===== src/rtl/alu_share_arbiter.sv =====
// Round-robin sharing of one external ALU slice between two request lanes.
// Optional grant statistics counters are built when ALU_ARB_STATS_EN is defined.
module alu_share_arbiter #(
   parameter int unsigned DW    = 4,
   parameter int unsigned SELW  = 2,
   parameter int unsigned CNT_W = 8
) (
   input  logic             clock,
   input  logic             resetb,
   input  logic             req0_valid,
   output logic             req0_ready,
   input  logic [DW-1:0]    req0_a,
   input  logic [DW-1:0]    req0_b,
   input  logic [SELW-1:0]  req0_sel,
   input  logic             req1_valid,
   output logic             req1_ready,
   input  logic [DW-1:0]    req1_a,
   input  logic [DW-1:0]    req1_b,
   input  logic [SELW-1:0]  req1_sel,
   output logic [DW-1:0]    alu_a,
   output logic [DW-1:0]    alu_b,
   output logic [SELW-1:0]  alu_sel,
   output logic             alu_go,
   input  logic [DW:0]      alu_y,
   output logic             rsp_valid,
   input  logic             rsp_ready,
   output logic             rsp_id,
   output logic [DW:0]      rsp_y,
   input  logic             stats_clr,
   output logic [CNT_W-1:0] gnt_cnt0,
   output logic [CNT_W-1:0] gnt_cnt1
);

   localparam int unsigned Y_W = DW + 1;

   typedef enum logic [1:0] {
      S_IDLE  = 2'd0,
      S_ISSUE = 2'd1,
      S_RESP  = 2'd2
   } state_t;

   typedef struct packed {
      logic [DW-1:0]   a;
      logic [DW-1:0]   b;
      logic [SELW-1:0] sel;
   } op_t;

   state_t         state_q, state_d;
   op_t            op_q, op_d;
   logic           alu_go_q, alu_go_d;
   logic           id_q, id_d;
   logic           last_gnt_q, last_gnt_d;
   logic           rsp_valid_q, rsp_valid_d;
   logic           rsp_id_q, rsp_id_d;
   logic [Y_W-1:0] rsp_y_q, rsp_y_d;

   logic gnt_c;
   logic can_accept_c;
   logic accept_c;

   // Arbitration and handshake; ready is held low while reset is asserted.
   always_comb begin
      if (req0_valid && req1_valid) begin
         gnt_c = ~last_gnt_q;
      end else begin
         gnt_c = req1_valid;
      end
      can_accept_c = resetb & ((state_q == S_IDLE) | ((state_q == S_RESP) & rsp_ready));
      req0_ready   = can_accept_c & req0_valid & ~gnt_c;
      req1_ready   = can_accept_c & req1_valid & gnt_c;
      accept_c     = req0_ready | req1_ready;
   end

   always_comb begin
      state_d     = state_q;
      op_d        = op_q;
      alu_go_d    = 1'b0;
      id_d        = id_q;
      last_gnt_d  = last_gnt_q;
      rsp_valid_d = rsp_valid_q;
      rsp_id_d    = rsp_id_q;
      rsp_y_d     = rsp_y_q;

      if (accept_c) begin
         op_d       = gnt_c ? op_t'{req1_a, req1_b, req1_sel} : op_t'{req0_a, req0_b, req0_sel};
         id_d       = gnt_c;
         last_gnt_d = gnt_c;
         alu_go_d   = 1'b1;
      end

      case (state_q)
         S_IDLE: begin
            if (accept_c) state_d = S_ISSUE;
         end
         S_ISSUE: begin
            rsp_y_d     = alu_y;
            rsp_id_d    = id_q;
            rsp_valid_d = 1'b1;
            state_d     = S_RESP;
         end
         S_RESP: begin
            // A consumed response frees the slot; a same-cycle accept goes straight to ISSUE.
            if (rsp_ready) begin
               rsp_valid_d = 1'b0;
               state_d     = accept_c ? S_ISSUE : S_IDLE;
            end
         end
         default: state_d = S_IDLE;
      endcase
   end

   always_ff @(posedge clock or negedge resetb) begin
      if (!resetb) begin
         state_q     <= S_IDLE;
         op_q        <= '0;
         alu_go_q    <= 1'b0;
         id_q        <= 1'b0;
         last_gnt_q  <= 1'b1;
         rsp_valid_q <= 1'b0;
         rsp_id_q    <= 1'b0;
         rsp_y_q     <= '0;
      end else begin
         state_q     <= state_d;
         op_q        <= op_d;
         alu_go_q    <= alu_go_d;
         id_q        <= id_d;
         last_gnt_q  <= last_gnt_d;
         rsp_valid_q <= rsp_valid_d;
         rsp_id_q    <= rsp_id_d;
         rsp_y_q     <= rsp_y_d;
      end
   end

   assign alu_a     = op_q.a;
   assign alu_b     = op_q.b;
   assign alu_sel   = op_q.sel;
   assign alu_go    = alu_go_q;
   assign rsp_valid = rsp_valid_q;
   assign rsp_id    = rsp_id_q;
   assign rsp_y     = rsp_y_q;

`ifdef ALU_ARB_STATS_EN
   localparam logic [CNT_W-1:0] CNT_MAX = '1;

   logic [CNT_W-1:0] cnt0_q, cnt0_d;
   logic [CNT_W-1:0] cnt1_q, cnt1_d;

   // Saturating grant counters; clear has priority over a same-cycle grant.
   always_comb begin
      cnt0_d = cnt0_q;
      cnt1_d = cnt1_q;
      if (stats_clr) begin
         cnt0_d = '0;
         cnt1_d = '0;
      end else begin
         if (req0_ready && (cnt0_q != CNT_MAX)) cnt0_d = cnt0_q + CNT_W'(1);
         if (req1_ready && (cnt1_q != CNT_MAX)) cnt1_d = cnt1_q + CNT_W'(1);
      end
   end

   always_ff @(posedge clock or negedge resetb) begin
      if (!resetb) begin
         cnt0_q <= '0;
         cnt1_q <= '0;
      end else begin
         cnt0_q <= cnt0_d;
         cnt1_q <= cnt1_d;
      end
   end

   assign gnt_cnt0 = cnt0_q;
   assign gnt_cnt1 = cnt1_q;
`else
   logic unused_stats_clr;
   assign unused_stats_clr = stats_clr;
   assign gnt_cnt0 = '0;
   assign gnt_cnt1 = '0;
`endif

endmodule


===== config.mk =====
export PLATFORM = sky130hd
export DESIGN_NAME = alu_share_arbiter
export DESIGN_NICKNAME = d
export VERILOG_FILES = /design/src/rtl/alu_share_arbiter.sv
export SDC_FILE = /design/constraint.sdc
export NUM_CORES = 1
export LEC_CHECK = 0
export ABC_AREA = 1
export BUFFER_PORTS_ARGS = -buffer_cell sky130_fd_sc_hd__buf_2
export CAP_MARGIN = 15
export CORE_ASPECT_RATIO = 0.5
export CORE_MARGIN = 8
export CORE_UTILIZATION = 40
export CTS_BUF_LIST = sky130_fd_sc_hd__clkbuf_16
export CTS_CLUSTER_SIZE = 24
export DETAILED_ROUTE_END_ITERATION = 12
export GPL_TIMING_DRIVEN = 1
export HOLD_SLACK_MARGIN = 0.03
export PLACE_DENSITY = 0.74
export SYNTH_ARGS = -nofsm -noshare
export SYNTH_HDL_FRONTEND = slang
export SYNTH_SLANG_ARGS = --single-unit

===== constraint.sdc =====
create_clock -name clock -period 2.03 [get_ports clock]
set_clock_uncertainty 0.15 [all_clocks]
set_input_delay 0.1015 -clock clock [delete_from_list [all_inputs] [get_ports clock]]
set_output_delay 0.1015 -clock clock [all_outputs]
set_load 0.1 [all_outputs]

==> impl_results.md, run 1 <==
- Number of setup violations in the final report: 0
- Initial antenna violation count: 0
- DP Cell Count: 229
- Die height: 53.5 um
- H-tree levels: 1
- Number of nets in the layout: 255
- TNS Setup: 0 ns
- CP top delay family: flip-flops
- Post-synth top area share: 46.8%
- Clk root buf: clkbuf_16
- # port buffers: 49
- Core ar.: 2640 um^2
- Mux cell area share after synthesis: 0%
- Util after Layout: 67.0%
- Starting Density: 42.6%
- Mapped Cells: 146
- Antenna cells: 0
- Synth unique cells: 16
- CP endpoint kind: output port
- First-iteration detailed-routing DRC count: 33
- Final ANT Viol Nets: 0
- Crit path DAT: 1.68 ns
- CTS max path bufs: 2
- Yosys top cell by area: dfrtp_1
- Max Cap Viol: 0
- Worst hold path type: primary input to asynchronous set/reset pin
- Pin count of the biggest net entering global routing: 16
- RR Endpoint: alu_a[2]
- Fin Hold WS: 0.125 ns
- Vias in the first global route: 1150
- Remaining DRCs: 0
- Critical path launch point type: register
- Worst reg2reg setup slack: 0.18 ns
- Ordered list of cells on the worst path: inv_2, a21oi_1, nand3_2, inv_1, buf_12
- Worst EP required: 1.78 ns
- Post-Route WL: 2950 um
- CP bufs+invs: 3
- Worst Path Max Fanout: 8
- Synth Area in Compound Gates: 3.57%
- Fin. Hold Viols: 0
- Fill cells: 213
- Fmax: 518 MHz
- RSZ-0062 raised after global routing: false
- Die area: 4860 um^2
- Reg2Reg Depth: 7
- IO Pins: 67
- Yosys reg bits: 22
- Sequential share of the synthesized area: 49.2%
- Vias per Instance: 4.28
- Adder-cell area share of the yosys netlist: 0%
- Clock Latency Late Sink: 0.25 ns
- First-pass GRT wire length: 4960 um
- Share of cells above drive strength 1: 27.4%
- Crit. path cell count: 5
- Minimum clock period: 1.93 ns
- Drt pass-1 iters: 4
- Post-synthesis xor/xnor area fraction: 0%
- Std cell rows: 13
- Synthesis-to-finish area growth: 57.4%
- Final period util: 95.0%
- Simple-gate share of the synthesized area: 30.5%
- Total CTS buffers: 3
- Synth warn: 0
- RePlAce Congestion: 0.689
- Clock net sink count: 22
- Top post-synthesis cells by area: dfrtp_1, nand2_1, buf_4
- Critical path class: register to output port
- Clock-pin slew on the worst setup and hold paths: 0.06 ns
- Routed wire per std cell: 11.3 um
- GRT overflow: 0
- DP Wirelength: 2240 um
- Reg2reg start: last_gnt_q
- Syn Std Cell Area: 1120 um^2
- DR vias: 1112
- Worst path max stage delay: 0.57 ns
- Total GRT Usage: 12.7%
- TritonCTS clock tree: built
- Cell Count, Final, Fillers Out: 260
- Largest family of logic cells by synthesized area: simple AND/OR/NAND/NOR gates
- Syn_area_per_cell: 7.69 um^2
- Pins Over Slew Limit: 0
- Status: finished, final reports clean
- Die Span X: 90.9 um
- Critical path's slowest cell: dfstp_2
-- sequential cells by signal, summed over array words and instances (netlist names) --
| name | count |
|---|---|
| state_q | 2 |
| rsp_id | 1 |
| alu_go | 1 |
| alu_b | 4 |
| alu_a | 4 |
| rsp_y | 5 |
| id_q | 1 |
| rsp_valid | 1 |
| last_gnt_q | 1 |
| alu_sel | 2 |
-- area by class of cell --
type	instances	area (um^2)	share of cell area [%]
Clock buffer	3	75.1	4.25
Inverter	10	37.5	2.12
Timing Repair Buffer	78	561	31.7
Tap cell	37	46.3	2.62
Clock inverter	1	30.0	1.70
Multi-Input combinational cell	109	465	26.3
Sequential cell	22	552	31.2
-- cells in the mapped netlist --
master	number
nand2_1	73
dfrtp_1	21
buf_4	16
nand3_1	11
inv_1	9
a21oi_1	4
buf_2	3
a21oi_2	1
buf_6	1
conb_1	1
dfstp_2	1
inv_2	1
nand3_2	1
nor2_1	1
o21ai_0	1
o22ai_1	1
-- layout by cell type (no fill, tap or decap), drive strengths merged --
master       Yosys  routed
nor2             1       1
inv             10      10
o22ai            1       1
bufinv           0       1
dfstp            1       1
conb             1      16
dfrtp           21      21
a21oi            5       5
dlygate4sd3      0      27
buf             20      51
o21ai            1       1
nand2           73      73
clkbuf           0       3
nand3           12      12
-- routing by layer --
layer	track usage, %	wire (um)	part of all wire, %	vias to the layer above
met5	0	0	0	-
met4	6.43	65	2.2	0
met3	6.34	281	9.5	6
met2	22.8	1480	50	45
met1	12.5	1120	38	492
li1	-	-	-	569
-- cells by family after synthesis --
kind of cell	Yosys count
other	1
AOI/OAI and AO/OA	7
buffers and inverters	30
and+or+nand+nor	86
DFF	22
-- worst max-delay path by stage --
stage | startpoint | end | slack [ns]
floorplan | last_gnt_q | id_q | 0.22
global placement | last_gnt_q | alu_a[3] | 0.08
finish | last_gnt_q | req0_ready | 0.10
CTS | last_gnt_q | req1_ready | 0.05
global route | last_gnt_q | req0_ready | 0.03
detailed placement | last_gnt_q | alu_a[2] | 0.005
-- worst reg2reg max path, delay by kind of cell, from the launching register on --
family / cells / cell delay, ns
buffers and inverters: 1 / 0.54
flip-flops: 1 / 0.57
AND/OR/NAND/NOR: 6 / 0.52
-- metrics by stage --
stage	setup WS, ns	area [um^2]
6_report	0.101	1770
5_1_grt	0.0319	1770
4_1_cts	0.0484	1750
3_5_place_dp	0.00507	1370
3_3_place_gp	0.0784	1370
2_1_floorplan	0.218	1180
-- timing repair --
action                                  CTS  global route
buffers inserted                          0             0
resized for setup                         1             3
endpoints found under the hold margin    38             0
endpoints found under the setup margin    2            12
hold buffers                             27             0
Power of run 1 is left out: the tool's default activity adds up to more than one toggle a clock period on the data nets, which glitch-free logic cannot reach.
==> run 2: changes to the inputs <==
--- a/config.mk
+++ b/config.mk
@@ -6,7 +6,6 @@
 export NUM_CORES = 1
 export LEC_CHECK = 0
 export ABC_AREA = 1
-export BUFFER_PORTS_ARGS = -buffer_cell sky130_fd_sc_hd__buf_2
 export CAP_MARGIN = 15
 export CORE_ASPECT_RATIO = 0.5
 export CORE_MARGIN = 8
@@ -14,9 +13,10 @@
 export CTS_BUF_LIST = sky130_fd_sc_hd__clkbuf_16
 export CTS_CLUSTER_SIZE = 24
 export DETAILED_ROUTE_END_ITERATION = 12
+export DONT_BUFFER_PORTS = 1
 export GPL_TIMING_DRIVEN = 1
 export HOLD_SLACK_MARGIN = 0.03
-export PLACE_DENSITY = 0.74
+export PLACE_DENSITY = 0.53
 export SYNTH_ARGS = -nofsm -noshare
 export SYNTH_HDL_FRONTEND = slang
 export SYNTH_SLANG_ARGS = --single-unit
==> run 2 against run 1 <==
Net effect: count of clock-buffer cells in the layout is the same; utilization shrank 2.6 points; non-clock buffer count shrank 22; fmax grew 1.1%.
==> impl_results.md, run 2 (synthesis results as in run 1) <==
- Status: finished, final reports clean
- Setup crit end: req0_ready
- Fmax: 524 MHz (+1.1%)
- Final Cell Area: 1700 um^2 (-3.9%)
- RSZ-0062 raised after global routing: false
- Crit path DAT: 1.66 ns (-0.02 ns)
- Share of cells above drive strength 1: 14.9% (-12 points)
- Die height: 53.5 um (unchanged)
- GRT overflow: 0 (unchanged)
- Critical path launch point type: register
- Starting Density: 42.6% (unchanged)
- Clock Latency Late Sink: 0.25 ns (about the same)
- Pin count of the biggest net entering global routing: 23 (+7)
- Remaining DRCs: 0 (unchanged)
- Footprint of the multi-input gates: 453 um^2 (-2.7%)
- Minimum clock period: 1.91 ns (-0.0214 ns)
- Number of nets in the layout: 233 (-8.6%)
- Most common cell after layout, fill and taps aside: nand2_1
- Vias per Instance: 4.42 (+3.3%)
- CTS max path bufs: 2 (unchanged)
- Worst Path Max Fanout: 8 (unchanged)
- Antenna cells: 0 (unchanged)
- Fin Hold WS: 0.0374 ns (-0.0877 ns)
- Die area: 4860 um^2 (unchanged)
- Post-Place Cell Area: 1270 um^2 (-7.3%)
- TritonCTS clock tree: built
- Number of setup violations in the final report: 0 (unchanged)
- Worst hold path type: primary input to register
- Clock-pin slew on the worst setup and hold paths: 0.06 ns (about the same)
- Total GRT Usage: 13.0% (+0.26 points)
- Critical path class: register to output port
- Worst reg2reg setup slack: 0.18 ns (about the same)
- RePlAce Congestion: 0.719 (+4.4%)
- DP Wirelength: 2060 um (-8.0%)
- Clk root buf: clkbuf_16
- CP startpoint: last_gnt_q
- Relative slew slack: 36.6%
- Routed wire per std cell: 12.7 um (+12%)
- Reg2Reg Depth: 7 (unchanged)
- Die Span X: 90.9 um (unchanged)
- Slew @ Worst Pin: 0.948 ns
- Fill cells: 209 (-1.9%)
- RR Endpoint: alu_a[3]
- Worst EP required: 1.78 ns (about the same)
- Post-CTS setup buffers: 0 (unchanged)
- Initial antenna violation count: 0 (unchanged)
- DR vias: 1052 (-5.4%)
- Most frequent cells in the layout: nand2_1, dlygate4sd3_1, dfrtp_1, buf_4, conb_1
- Max reg flops: 5 (unchanged)
- Vias in the first global route: 1115 (-3.0%)
- Clock net sink count: 22 (unchanged)
- Total CTS buffers: 3 (unchanged)
- CP endpoint kind: output port
- Std cell rows: 13 (unchanged)
- TNS Setup: 0 ns (unchanged)
- Max Cap Viol: 0 (unchanged)
- Core ar.: 2640 um^2 (unchanged)
- Synthesis-to-finish area growth: 51.3%
- Final period util: 94.0% (-1.1 points)
- Drt pass-1 iters: 4 (unchanged)
- First-iteration detailed-routing DRC count: 59 (+79%)
- Fin. Hold Viols: 0 (unchanged)
- Final ANT Viol Nets: 0 (unchanged)
- Reg2reg start: last_gnt_q
- First-pass GRT wire length: 5040 um (+1.7%)
- Post-Route WL: 3030 um (+2.7%)
- Reg area: 552 um^2 (unchanged)
- Pins Over Slew Limit: 0 (unchanged)
- H-tree levels: 1 (unchanged)
- # port buffers: 0 (-100%)
- IO Pins: 67 (unchanged)
## run 2: cell types whose count changed in the layout (fill, tap and decap cells not counted), sizes merged
cell and change:
clkinv +1, dlygate4sd3 +7, bufinv -1, buf -29
## run 2: how the worst min path moves through the flow
stage / from / end / slack, ns / cells after the start
5_1_grt: resetb / state_q[0] / 0.06 / 2
6_report: resetb / alu_a[2] / 0.04 / 3
3_3_place_gp: resetb / alu_b[1] / -0.34 / 0
3_5_place_dp: resetb / alu_b[1] / -0.34 / 0
2_1_floorplan: resetb / alu_a[0] / -0.34 / 0
4_1_cts: resetb / alu_a[2] / 0.03 / 3
## run 2: layout make-up
cell class / count / area share [%]
Clock inverter: 1 / 0.221
Timing Repair Buffer: 56 / 31.2
Inverter: 10 / 2.21
Multi-Input combinational cell: 109 / 26.7
Tap cell: 37 / 2.73
Clock buffer: 3 / 4.42
Sequential cell: 22 / 32.5
## run 2: stage by stage
step / util [%] / std cells / setup slack (ns)
detailed placement: 48.1 / 200 / 0.102
floorplan: - / 161 / 0.218
global route: 64.4 / 238 / 0.0133
finish: 64.4 / 238 / 0.123
global placement: 48.1 / 200 / 0.144
CTS: 64.3 / 238 / 0.0838
## run 2: layer usage
layer  track usage (%)  wire [um]  vias up
met5                 0          0        -
met4              5.63         47        0
met3              6.62        363        4
met2              22.2       1420       55
met1              13.6       1200      469
li1                  -          -      524
## run 2: what timing repair did
item,CTS,global route
pin swaps,0,0
resized for setup,1,1
hold buffers,34,0
endpoints found under the setup margin,1,3
cloned,0,0
hold endpoints to repair,39,0
## run 2: critical path, stage by stage (launching register included)
cell     delay (ns)
dfstp_2        0.58
inv_2          0.05
a21oi_1        0.11
nand3_1        0.24
inv_1          0.23
buf_12         0.20
Power of run 2 is left out for the same reason.
==> run 3: changes to the inputs <==
--- a/config.mk
+++ b/config.mk
@@ -7,16 +7,15 @@
 export LEC_CHECK = 0
 export ABC_AREA = 1
 export CAP_MARGIN = 15
-export CORE_ASPECT_RATIO = 0.5
 export CORE_MARGIN = 8
-export CORE_UTILIZATION = 40
+export CORE_UTILIZATION = 45
 export CTS_BUF_LIST = sky130_fd_sc_hd__clkbuf_16
 export CTS_CLUSTER_SIZE = 24
 export DETAILED_ROUTE_END_ITERATION = 12
 export DONT_BUFFER_PORTS = 1
 export GPL_TIMING_DRIVEN = 1
 export HOLD_SLACK_MARGIN = 0.03
-export PLACE_DENSITY = 0.53
+export PLACE_DENSITY = 0.59
 export SYNTH_ARGS = -nofsm -noshare
 export SYNTH_HDL_FRONTEND = slang
 export SYNTH_SLANG_ARGS = --single-unit
==> run 3 against run 2 <==
Net effect: global-route usage grew 1.6 points; final cell count shrank 3.4%; wire length grew 6.6%; worst hold slack gained 0.0073 ns; via count grew 1.1%; count of clock-buffer cells in the layout is the same; critical path depth grew 2; cell area grew 1.0%; sequential share of layout area shrank 0.33 points; register-to-register slack lost 0.04 ns; first-iteration DRC count shrank 37%; fmax grew 0.76%; critical endpoint is now alu_b[0]; largest cell class unchanged.
==> impl_results.md, run 3 (synthesis results as in run 1) <==
- Status: finished, final reports clean
- Reg2reg start: last_gnt_q
- RSZ-0062 raised after global routing: false
- Total GRT Usage: 14.6% (+1.6 points)
- Final period util: 93.2% (-0.71 points)
- Die Span X: 65.9 um (-27%)
- Vias in the first global route: 1094 (-1.9%)
- Minimum clock period: 1.89 ns (-0.0145 ns)
- CP endpoint kind: register
- DP Wirelength: 2040 um (-0.67%)
- Worst EP required: 2.07 ns (+0.29 ns)
- Drt pass-1 iters: 4 (unchanged)
- RR Endpoint: alu_b[0]
- Critical path launch point type: register
- Number of nets in the layout: 232 (-0.43%)
- Die area: 4350 um^2 (-11%)
- First-iteration detailed-routing DRC count: 37 (-37%)
- Antenna cells: 0 (unchanged)
- Max Cap Viol: 0 (unchanged)
- Most common cell after layout, fill and taps aside: nand2_1
- Wire length on met3: 340 um (-6.3%)
- TritonCTS clock tree: built
- Cell Count, Final, Fillers Out: 230 (-3.4%)
- Die height: 65.9 um (+23%)
- Share of cells above drive strength 1: 15.0% (+0.075 points)
- Ordered list of cells on the worst path: nand2_1, nand2_2, nand2_1, nand2_1, dlygate4sd3_1, nand2_1, nand2_1
- Min-delay src: resetb
- CP bufs+invs: 1 (-2)
- Fmax: 528 MHz (+0.76%)
- Critical path class: register to register
- First-pass GRT wire length: 4930 um (-2.3%)
- Number of setup violations in the final report: 0 (unchanged)
- CP top delay family: flip-flops
- DP Cell Count: 192 (-4.0%)
- Clock-pin slew on the worst setup and hold paths: 0.06 ns (about the same)
- Critical path's slowest cell: dfstp_2
- Slew @ Worst Pin: 0.971 ns (+0.0229 ns)
- H-tree levels: 1 (unchanged)
- RePlAce Congestion: 0.740 (+3.0%)
- Total CTS buffers: 3 (unchanged)
- CTS max path bufs: 2 (unchanged)
- Worst reg2reg setup slack: 0.14 ns (-0.04 ns)
- Setup WS pre-CTS: -0.00420 ns (-0.106 ns)
- Most frequent cells in the layout: nand2_1, dlygate4sd3_1, dfrtp_1, buf_4, conb_1
- IO Pins: 67 (unchanged)
- Clk root buf: clkbuf_16
- Met1 WL: 1150 um (-4.2%)
- Core ar.: 2410 um^2 (-8.5%)
- Clock Latency Late Sink: 0.25 ns (about the same)
- Hold path cells: 3 (unchanged)
- Relative slew slack: 35.1% (-1.5 points)
- Post-Route WL: 3230 um (+6.6%)
- Reg2Reg Depth: 7 (unchanged)
- Vias per Instance: 4.63 (+4.7%)
- Synthesis-to-finish area growth: 52.8%
- Final ANT Viol Nets: 0 (unchanged)
- Worst path max stage delay: 0.58 ns (about the same)
- Clock net sink count: 22 (unchanged)
- GRT overflow: 0 (unchanged)
- DR vias: 1064 (+1.1%)
- Worst Path Max Fanout: 10 (+2)
- Setup ws final: 0.137 ns (+0.0145 ns)
- Remaining DRCs: 0 (unchanged)
- Max reg flops: 5 (unchanged)
- Worst-case hold path end point: alu_sel[0]
- Crit path DAT: 1.94 ns (+0.28 ns)
- Final Cell Area: 1720 um^2 (+1.0%)
- Std cell rows: 18 (+5)
- Routed wire per std cell: 14.0 um (+10%)
- # port buffers: 0 (unchanged)
- Post-Place Cell Area: 1250 um^2 (-1.3%)
- Worst hold path type: primary input to register
- Most frequent CP cell: nand2_1
- Starting Density: 46.6% (+4.0 points)
- Pin count of the biggest net entering global routing: 23 (unchanged)
- Fin. Hold Viols: 0 (unchanged)
- Initial antenna violation count: 0 (unchanged)
- Routed met2 length: 1680 um (+18%)
- Max Used Layer: met4
- Pins Over Slew Limit: 0 (unchanged)
-- run 3: cell types whose count changed in the layout (fill, tap and decap cells not counted) --
cell       previous run  this run
buf_4                20        19
bufinv_16             0         1
clkinv_1              1         0
nand3_2               1         0
nand3_4               0         1
-- run 3: layout make-up --
cell class              instances  area (um^2)
fillers                       174          694
flip-flops and latches         22          552
repair buffers                 55          523
multi-input cells             109          460
clock buffers                   3         75.1
inverters                      10         37.5
well taps                      30         37.5
clock inverters                 1         30.0
-- run 3: timing repair --
action                                  in CTS  in global routing
buffers inserted                             0                  0
endpoints found under the setup margin       4                  6
endpoints found under the hold margin       39                  3
resized for setup                            1                  2
hold buffers                                33                  1
-- run 3: worst min-delay path, stage by stage --
cell	delay, ns
nand3_1	0.15
nand3_1	0.10
nand2_1	0.06
-- run 3: worst max-delay path by stage --
stage,start,to,slack [ns],cells past startpoint
finish,last_gnt_q,alu_b[0],0.14,7
global route,last_gnt_q,alu_b[0],0.04,7
CTS,last_gnt_q,req1_ready,0.07,4
detailed placement,last_gnt_q,alu_a[3],-0.004,5
floorplan,last_gnt_q,id_q,0.22,5
global placement,last_gnt_q,alu_b[2],0.04,5
-- run 3: metal layers --
metal | global-route usage [%] | vias to the layer above
li1 | - | 524
met1 | 14.3 | 483
met2 | 26.7 | 51
met3 | 5.25 | 6
met4 | 6.93 | 0
met5 | 0 | -
-- run 3: through the flow --
| stage | utilization [%] | hold slack, ns | TNS [ns] |
|---|---|---|---|
| 6_report | 71.2 | 0.0447 | 0 |
| 4_1_cts | 70.4 | 0.0376 | 0 |
| 3_5_place_dp | 52.0 | -0.343 | -0.00420 |
| 3_3_place_gp | 52.0 | -0.343 | 0 |
| 5_1_grt | 71.2 | 0.0764 | 0 |
| 2_1_floorplan | - | -0.344 | 0 |
Power of run 3 is left out for the same reason.
